### src/rtl/muldiv_pkg.sv
// muldiv_pkg: op/state encodings and op classification shared by muldiv_unit and its bench.
// Latency: none (types and pure functions only).
// Backpressure: none.
package muldiv_pkg;

    // RV32M funct3 encoding, used directly as the request opcode.
    typedef enum logic [2:0] {
        MUL    = 3'b000,
        MULH   = 3'b001,
        MULHSU = 3'b010,
        MULHU  = 3'b011,
        DIV    = 3'b100,
        DIVU   = 3'b101,
        REM    = 3'b110,
        REMU   = 3'b111
    } muldiv_op_e;

    typedef enum logic [1:0] {
        IDLE = 2'd0,
        CALC = 2'd1,
        DONE = 2'd2
    } muldiv_state_e;

    // Ops whose rs1 operand is two's complement (MULHSU included: rs1 signed, rs2 not).
    function automatic logic is_signed_op(input muldiv_op_e op);
        return (op == MULH) || (op == MULHSU) || (op == DIV) || (op == REM);
    endfunction

    // Ops whose rs2 operand is two's complement.
    function automatic logic is_signed_b(input muldiv_op_e op);
        return (op == MULH) || (op == DIV) || (op == REM);
    endfunction

    // Divide family shares bit 2 of funct3; bit 1 then selects remainder.
    function automatic logic is_div_op(input muldiv_op_e op);
        return op[2];
    endfunction

endpackage

### src/rtl/muldiv_if.sv
// muldiv_if: request/response bundle between the execute stage and muldiv_unit.
// Latency: none (wires only).
// Backpressure: valid/ready on both the request side and the result side.
interface muldiv_if
    import muldiv_pkg::*;
#(
    parameter int DATA_WIDTH = 32
);
    logic                  in_valid;
    logic                  in_ready;
    muldiv_op_e            op;
    logic [DATA_WIDTH-1:0] src_a;
    logic [DATA_WIDTH-1:0] src_b;
    logic                  out_valid;
    logic                  out_ready;
    logic [DATA_WIDTH-1:0] result;
    logic                  zero;
    logic                  busy;

    // Requester side (execute stage / bench).
    modport master (
        output in_valid, op, src_a, src_b, out_ready,
        input  in_ready, out_valid, result, zero, busy
    );

    // Unit side.
    modport slave (
        input  in_valid, op, src_a, src_b, out_ready,
        output in_ready, out_valid, result, zero, busy
    );
endinterface

### src/rtl/muldiv_div_step.sv
// muldiv_div_step: one restoring-divide iteration (shift in a dividend bit, trial subtract).
// Latency: combinational.
// Backpressure: none.
module muldiv_div_step #(
    parameter int DATA_WIDTH = 32
) (
    input  logic [DATA_WIDTH-1:0] rem_in,
    input  logic                  dividend_bit,
    input  logic [DATA_WIDTH-1:0] divisor,
    output logic [DATA_WIDTH-1:0] rem_out,
    output logic                  q_bit
);
    logic [DATA_WIDTH:0] shifted;

    // rem_in < divisor, so the shifted value is < 2*divisor and the restored
    // remainder always fits back into DATA_WIDTH bits.
    always_comb begin
        shifted = {rem_in, dividend_bit};
        q_bit   = (shifted >= {1'b0, divisor});
        rem_out = q_bit ? (shifted[DATA_WIDTH-1:0] - divisor) : shifted[DATA_WIDTH-1:0];
    end
endmodule

### src/rtl/muldiv_unit.sv
// muldiv_unit: iterative RV32M multiply/divide; MULDIV_FAST_MUL_EN selects a one-cycle multiplier.
// Latency: DATA_WIDTH+1 cycles accept-to-out_valid; 1 cycle for div-by-zero/overflow (and fast multiply).
// Backpressure: one op in flight; in_ready only in IDLE, result held in DONE until out_ready.
module muldiv_unit
    import muldiv_pkg::*;
#(
    parameter int DATA_WIDTH = 32,
    parameter int CNT_WIDTH  = $clog2(DATA_WIDTH) + 1
) (
    input  logic   clk,
    input  logic   rst_n,
    muldiv_if.slave bus
);
    localparam int W2 = DATA_WIDTH + DATA_WIDTH;
    localparam logic [DATA_WIDTH-1:0] MOST_NEG = {1'b1, {(DATA_WIDTH-1){1'b0}}};
    localparam logic [CNT_WIDTH-1:0]  CNT_LOAD = CNT_WIDTH'(DATA_WIDTH - 1);

    muldiv_state_e         state_q, state_d;
    muldiv_op_e            op_q, op_d;
    // Multiply: {product_hi, multiplier/product_lo}.  Divide: {remainder, dividend/quotient}.
    logic [W2-1:0]         acc_q, acc_d;
    // Multiplicand or divisor magnitude.
    logic [DATA_WIDTH-1:0] opnd_q, opnd_d;
    logic [CNT_WIDTH-1:0]  cnt_q, cnt_d;
    logic                  neg_q, neg_d;
    logic [DATA_WIDTH-1:0] result_q, result_d;
    logic                  zero_q, zero_d;

    // Accept-side decode
    logic                  a_neg, b_neg;
    logic [DATA_WIDTH-1:0] a_mag, b_mag;
    logic                  div_zero, div_ovf, special;
    logic [DATA_WIDTH-1:0] special_res;

    // Iteration datapath
    logic [DATA_WIDTH:0]   mul_sum;
    logic [DATA_WIDTH-1:0] div_rem;
    logic                  div_q;
    logic [W2-1:0]         acc_step;
    logic [W2-1:0]         prod_signed;
    logic [DATA_WIDTH-1:0] div_pick;
    logic [DATA_WIDTH-1:0] final_res;

    // Operand signs/magnitudes and the cases that never need iterating.
    always_comb begin
        a_neg    = is_signed_op(bus.op) & bus.src_a[DATA_WIDTH-1];
        b_neg    = is_signed_b(bus.op) & bus.src_b[DATA_WIDTH-1];
        a_mag    = a_neg ? -bus.src_a : bus.src_a;
        b_mag    = b_neg ? -bus.src_b : bus.src_b;
        div_zero = (bus.src_b == '0);
        div_ovf  = ((bus.op == DIV) || (bus.op == REM)) &&
                   (bus.src_a == MOST_NEG) && (&bus.src_b);
        special  = is_div_op(bus.op) & (div_zero | div_ovf);
        if (div_zero) begin
            special_res = bus.op[1] ? bus.src_a : '1;
        end else begin
            special_res = bus.op[1] ? '0 : bus.src_a;
        end
    end

`ifdef MULDIV_FAST_MUL_EN
    logic [W2-1:0]         fast_a, fast_b, fast_prod;
    logic [DATA_WIDTH-1:0] fast_res;

    // Sign-extend per op and take the low 2W bits of the full product.
    always_comb begin
        fast_a    = {{DATA_WIDTH{a_neg}}, bus.src_a};
        fast_b    = {{DATA_WIDTH{b_neg}}, bus.src_b};
        fast_prod = fast_a * fast_b;
        fast_res  = (bus.op == MUL) ? fast_prod[DATA_WIDTH-1:0] : fast_prod[W2-1:DATA_WIDTH];
    end
`endif

    muldiv_div_step #(
        .DATA_WIDTH (DATA_WIDTH)
    ) u_div_step (
        .rem_in       (acc_q[W2-1:DATA_WIDTH]),
        .dividend_bit (acc_q[DATA_WIDTH-1]),
        .divisor      (opnd_q),
        .rem_out      (div_rem),
        .q_bit        (div_q)
    );

    // One radix-2 iteration: shift-add for multiply, restoring step for divide.
    always_comb begin
        mul_sum = {1'b0, acc_q[W2-1:DATA_WIDTH]} + (acc_q[0] ? {1'b0, opnd_q} : '0);
        if (is_div_op(op_q)) begin
            acc_step = {div_rem, acc_q[DATA_WIDTH-2:0], div_q};
        end else begin
            acc_step = {mul_sum, acc_q[DATA_WIDTH-1:1]};
        end
    end

    // Sign fix-up and half selection applied to the last iteration's value.
    always_comb begin
        prod_signed = neg_q ? -acc_step : acc_step;
        div_pick    = op_q[1] ? acc_step[W2-1:DATA_WIDTH] : acc_step[DATA_WIDTH-1:0];
        if (is_div_op(op_q)) begin
            final_res = neg_q ? -div_pick : div_pick;
        end else if (op_q == MUL) begin
            final_res = prod_signed[DATA_WIDTH-1:0];
        end else begin
            final_res = prod_signed[W2-1:DATA_WIDTH];
        end
    end

    // Next-state and datapath-update logic.
    always_comb begin
        state_d  = state_q;
        op_d     = op_q;
        acc_d    = acc_q;
        opnd_d   = opnd_q;
        cnt_d    = cnt_q;
        neg_d    = neg_q;
        result_d = result_q;
        zero_d   = zero_q;
        case (state_q)
            IDLE: begin
                if (bus.in_valid) begin
                    op_d   = bus.op;
                    acc_d  = {{DATA_WIDTH{1'b0}}, a_mag};
                    opnd_d = b_mag;
                    neg_d  = (bus.op == REM) ? a_neg : (a_neg ^ b_neg);
                    if (special) begin
                        result_d = special_res;
                        zero_d   = (special_res == '0);
                        state_d  = DONE;
                    end
`ifdef MULDIV_FAST_MUL_EN
                    else if (!is_div_op(bus.op)) begin
                        result_d = fast_res;
                        zero_d   = (fast_res == '0);
                        state_d  = DONE;
                    end
`endif
                    else begin
                        cnt_d   = CNT_LOAD;
                        state_d = CALC;
                    end
                end
            end
            CALC: begin
                acc_d = acc_step;
                if (cnt_q == '0) begin
                    result_d = final_res;
                    zero_d   = (final_res == '0);
                    state_d  = DONE;
                end else begin
                    cnt_d = cnt_q - CNT_WIDTH'(1);
                end
            end
            DONE: begin
                if (bus.out_ready) begin
                    state_d = IDLE;
                end
            end
            default: begin
                state_d = IDLE;
            end
        endcase
    end

    // State and datapath registers; reset abandons any operation in flight.
    always_ff @(posedge clk or negedge rst_n) begin
        if (!rst_n) begin
            state_q  <= IDLE;
            op_q     <= MUL;
            acc_q    <= '0;
            opnd_q   <= '0;
            cnt_q    <= '0;
            neg_q    <= 1'b0;
            result_q <= '0;
            zero_q   <= 1'b1;
        end else begin
            state_q  <= state_d;
            op_q     <= op_d;
            acc_q    <= acc_d;
            opnd_q   <= opnd_d;
            cnt_q    <= cnt_d;
            neg_q    <= neg_d;
            result_q <= result_d;
            zero_q   <= zero_d;
        end
    end

    assign bus.in_ready  = (state_q == IDLE);
    assign bus.out_valid = (state_q == DONE);
    assign bus.busy      = (state_q != IDLE);
    assign bus.result    = result_q;
    assign bus.zero      = zero_q;

endmodule

### src/flat_wrapper.sv
// flat-port wrapper written by rule: the top's interface ports become plain ports
module muldiv_unit_flat import muldiv_pkg::*;
#(
    parameter int DATA_WIDTH = 32,
    parameter int CNT_WIDTH  = $clog2(DATA_WIDTH) + 1
)
  (clk, rst_n, bus_in_valid, bus_op, bus_src_a, bus_src_b, bus_out_ready, bus_in_ready, bus_out_valid, bus_result, bus_zero, bus_busy);
  muldiv_if #(.DATA_WIDTH(DATA_WIDTH)) bus_i ();
  input  logic clk;
  input  logic rst_n;
  input wire logic [$bits(bus_i.in_valid)-1:0] bus_in_valid;
  input wire logic [$bits(bus_i.op)-1:0] bus_op;
  input wire logic [$bits(bus_i.src_a)-1:0] bus_src_a;
  input wire logic [$bits(bus_i.src_b)-1:0] bus_src_b;
  input wire logic [$bits(bus_i.out_ready)-1:0] bus_out_ready;
  output wire logic [$bits(bus_i.in_ready)-1:0] bus_in_ready;
  output wire logic [$bits(bus_i.out_valid)-1:0] bus_out_valid;
  output wire logic [$bits(bus_i.result)-1:0] bus_result;
  output wire logic [$bits(bus_i.zero)-1:0] bus_zero;
  output wire logic [$bits(bus_i.busy)-1:0] bus_busy;
  assign bus_i.in_valid = bus_in_valid;
  assign bus_i.op = bus_op;
  assign bus_i.src_a = bus_src_a;
  assign bus_i.src_b = bus_src_b;
  assign bus_i.out_ready = bus_out_ready;
  assign bus_in_ready = bus_i.in_ready;
  assign bus_out_valid = bus_i.out_valid;
  assign bus_result = bus_i.result;
  assign bus_zero = bus_i.zero;
  assign bus_busy = bus_i.busy;
  muldiv_unit #(.DATA_WIDTH(DATA_WIDTH), .CNT_WIDTH(CNT_WIDTH)) u_core (.clk(clk), .rst_n(rst_n), .bus(bus_i));
endmodule
### config.mk
export PLATFORM = sky130hd
export DESIGN_NAME = muldiv_unit_flat
export DESIGN_NICKNAME = d
export VERILOG_FILES = /design/src/rtl/muldiv_pkg.sv /design/src/rtl/muldiv_if.sv /design/src/rtl/muldiv_div_step.sv /design/src/rtl/muldiv_unit.sv /design/src/flat_wrapper.sv
export SDC_FILE = /design/constraint.sdc
export NUM_CORES = 1
export LEC_CHECK = 0
export CAP_MARGIN = 40
export CELL_PAD_IN_SITES_DETAIL_PLACEMENT = 0
export CELL_PAD_IN_SITES_GLOBAL_PLACEMENT = 1
export CORE_AREA = 2 2 167 235
export CTS_CLUSTER_DIAMETER = 100
export DETAILED_ROUTE_END_ITERATION = 8
export DIE_AREA = 0 0 169 237
export PLACE_DENSITY = 0.82
export SLEW_MARGIN = 40
export SYNTH_ARGS = -nofsm -noshare
export SYNTH_HDL_FRONTEND = slang
export SYNTH_SLANG_ARGS = --single-unit
### constraint.sdc
create_clock -name clk -period 7.7 [get_ports clk]
set_input_delay 1.155 -clock clk [delete_from_list [all_inputs] [get_ports clk]]
set_output_delay 1.155 -clock clk [all_outputs]
set_load 0.01 [all_outputs]
==> results of run 1 <==
==> worst register-to-register path, stage by stage, from the launching register on <==
cell      delay [ns]
dfrtp_1         0.48
ha_1            0.46
a21o_1          0.26
a31o_4          0.25
a221oi_4        0.53
a21bo_4         0.46
a31oi_1         0.28
inv_1           0.19
ha_1            0.19
o21ai_1         0.16
nor4_1          0.27
buf_4           0.20
nand3_1         0.19
or3_4           0.45
nor3_4          0.38
mux2_2          0.38
o211ai_1        0.37
nand3_1         0.20
nor4_1          0.31
nand4_1         0.23
or4_1           0.61
o21ai_1         0.17
==> per-stage QoR <==
step	utilization [%]	instances	cell area (sq um)	worst slack [ns]
floorplan	-	2381	17320	1.866
global placement	49.36	2864	18790	0.7104
detailed placement	49.44	2864	18820	0.8082
CTS	50.94	2896	19400	0.7582
global route	50.97	2896	19410	0.4524
finish	50.97	2896	19410	0.6087
==> layout make-up <==
| cell class | count | area [sq um] | area share (%) |
|---|---|---|---|
| Tap cell | 478 | 598.1 | 3.082 |
| Timing Repair Buffer | 164 | 1516 | 7.814 |
| Clock inverter | 14 | 143.9 | 0.7415 |
| Multi-Input combinational cell | 2001 | 12880 | 66.38 |
| Inverter | 80 | 300.3 | 1.547 |
| Sequential cell | 141 | 3537 | 18.23 |
| Clock buffer | 18 | 429.2 | 2.211 |
==> routing by layer <==
layer	global-route usage [%]	part of all wire (%)
met1	45.19	38
met2	63.29	47
met3	4.045	6.0
met4	29.84	8.9
met5	0	0
==> flip-flops by register name, summed over array words and instances, names as in the netlist <==
register,count
u_core.cnt_q,6
u_core.op_q,3
u_core.bus.zero,1
u_core.state_q,2
u_core.opnd_q,32
u_core.acc_q,64
u_core.neg_q,1
u_core.bus.result,32
==> cells by family after synthesis <==
family                   share of synthesized area, %
AO/OA/AOI/OAI                                   32.28
XOR/XNOR                                        7.485
multiplexers                                    4.327
adder cells (fa/ha/maj)                         5.418
AND/OR/NAND/NOR                                 24.48
flip-flops                                      20.38
buffers and inverters                           5.635
==> worst max-delay path by stage <==
| stage | from | end | slack [ns] |
|---|---|---|---|
| 6_report | u_core.acc_q[39] | u_core.bus.zero | 0.61 |
| 5_1_grt | u_core.opnd_q[8] | u_core.bus.zero | 0.45 |
| 4_1_cts | u_core.acc_q[39] | u_core.bus.zero | 0.76 |
| 3_5_place_dp | u_core.acc_q[39] | u_core.bus.zero | 0.81 |
| 3_3_place_gp | u_core.acc_q[39] | u_core.bus.zero | 0.71 |
| 2_1_floorplan | u_core.op_q[2] | u_core.bus.zero | 1.87 |
==> placed cells by master (no fill, tap or decap), types with 24 or more instances in the layout <==
cell	instances
ha_1	71
a21o_1	28
o211ai_1	38
a21oi_1	211
a31oi_1	42
clkdlybuf4s50_1	105
or3_1	29
mux2i_1	40
mux2_2	31
dfrtp_1	136
and2_1	52
a211oi_1	42
buf_4	56
inv_1	78
nor2_1	211
nand3_1	61
nand2_1	251
o31ai_1	24
o21ai_0	189
nand4_1	28
nor3_1	78
xor2_1	71
xnor2_1	77
==> synthesized netlist by cell type (13+ instances only) <==
cell type / instances
nand2_1: 253
nor2_1: 213
a21oi_1: 211
o21ai_0: 190
dfrtp_1: 140
clkbuf_1: 114
inv_1: 78
nor3_1: 78
xnor2_1: 77
ha_1: 71
xor2_1: 71
nand3_1: 61
and2_1: 52
a211oi_1: 43
a31oi_1: 42
mux2i_1: 40
o211ai_1: 38
buf_2: 33
mux2_2: 31
or3_1: 29
a21o_1: 28
nand4_1: 28
nand2b_1: 25
o31ai_1: 24
nor2b_1: 23
nor4_1: 22
a22o_1: 19
a22oi_1: 19
o21a_1: 18
and3_1: 17
o22ai_1: 15
o21ai_1: 14
o221ai_1: 14
o41ai_1: 13
==> results.json, run 1 <==
{
  "r2r_setup_slack_ns": 0.61,
  "synthToLayoutAreaGrowth_pct": 12.05,
  "cp_num_buf_inv": 2,
  "synth_top_area_share_pct": 20.23,
  "diodes": 0,
  "ys_seq_area_share_pct": 20.38,
  "r2r-end": "u_core.bus.zero",
  "syn_nets": 2525,
  "cp-end-kind": "register",
  "final_nets": 2549,
  "synth_cell_type_count": 112,
  "hold_path_class": "reg2reg",
  "outcome": "completed",
  "antenna_found_initial": 0,
  "hpwlAfterDp_um": 60690,
  "clockBufferDepth": 2,
  "cp_slowest_cell": "or4_1",
  "syn_area_sq_um": 17320,
  "clock_latency_ns": 0.48,
  "max_cap_viol_count": 0,
  "worst_hold_path.endpoint": "u_core.opnd_q[21]",
  "post_cts_buffers": 0,
  "ctsHoldBuffers": 0,
  "rows": 85,
  "vias": 19270,
  "cts_buffers": 17,
  "post_cts_resized": 0,
  "cts-htree-levels": 4,
  "overflow": 0,
  "first_iter_violations": 1840,
  "drive_gt1_share_pct": 7.816,
  "crit_cells": 21,
  "hold_viol": 0,
  "cp_top_family": "simple AND/OR/NAND/NOR gates",
  "cts.sinks": 141,
  "gp_congestion": 0.9909,
  "path_class": "reg2reg",
  "fp.coreArea_sq_um": 38070,
  "synth_edf_count": 0,
  "ios": 107,
  "path_max_fanout": 23,
  "async_reset_ff_share_pct": 100.0,
  "maxSlewViolCount": 0,
  "arrival_ns": 7.49,
  "initial_core_util_pct": 45.49,
  "setup_viol": 0,
  "postSynthCellCount": 2381,
  "period_minus_slack_ns": 7.091,
  "cts_tree": "done",
  "worst_slew_pin_slew_ns": 0.9346,
  "drc": 0,
  "post_drt_via_cell_ratio": 6.654,
  "nFillCells": 3835,
  "ys_ff_latch": 141,
  "dr.pass1.iters": 6,
  "ys.flop_type": "dfrtp_1",
  "dieArea_sq_um": 40050,
  "cp.required_ns": 8.10,
  "synth.avg_cell_area_sq_um": 7.274,
  "ant_nets": 0,
  "hp-start": "u_core.opnd_q[21]",
  "chipHeight_um": 237,
  "rsz0062_at_grt": "no",
  "grt_max_degree": 75,
  "slowest_delay_ns": 0.61,
  "wl_um": 77030,
  "crit_path_start_kind": "register",
  "wl_per_cell_um": 26.60,
  "relSlewSlack_pct": 37.28,
  "grt_pass1_wl_um": 115700,
  "yosysTopAreaCell": "dfrtp_1",
  "whs_path_depth": 2,
  "fin_tns_setup_ns": 0,
  "port_buffers": 106,
  "fmax_mhz": 141.0,
  "clk_pin_slew_worst_paths_ns": 0.07,
  "timing.rr.start": "u_core.acc_q[39]",
  "synth_area_leaders": "dfrtp_1, a21oi_1, o21ai_0, nand2_1, ha_1",
  "finClkSkew_ns": 0.01321,
  "die_w_um": 169,
  "whs_ns": 0.5032,
  "fin_crit_sh_pct": 92.09,
  "yosysWarnings": 0,
  "first_global_vias": 18650,
  "root_buffer": "clkbuf_16",
  "path_cells": "ha_1, a21o_1, a31o_4, a221oi_4, a21bo_4, a31oi_1, inv_1, ha_1, o21ai_1, nor4_1, buf_4, nand3_1, or3_4, nor3_4, mux2_2, o211ai_1, nand3_1, nor4_1, nand4_1, or4_1, o21ai_1",
  "reg2regPathDepth": 21,
  "grt_usage_pct": 38.26
}
Power of run 1 is not shown: default switching activity piles up to over one toggle a cycle in this logic, so the estimate is an artifact.
==> inputs of run 2 (changes only) <==
--- a/config.mk
+++ b/config.mk
@@ -17,3 +17,4 @@
 export SYNTH_ARGS = -nofsm -noshare
 export SYNTH_HDL_FRONTEND = slang
 export SYNTH_SLANG_ARGS = --single-unit
+export TNS_END_PERCENT = 100
==> results of run 2 <==
The final DEF is identical to that of run 1; final timing and power are the same.
Power of run 2 is left out for the same reason.
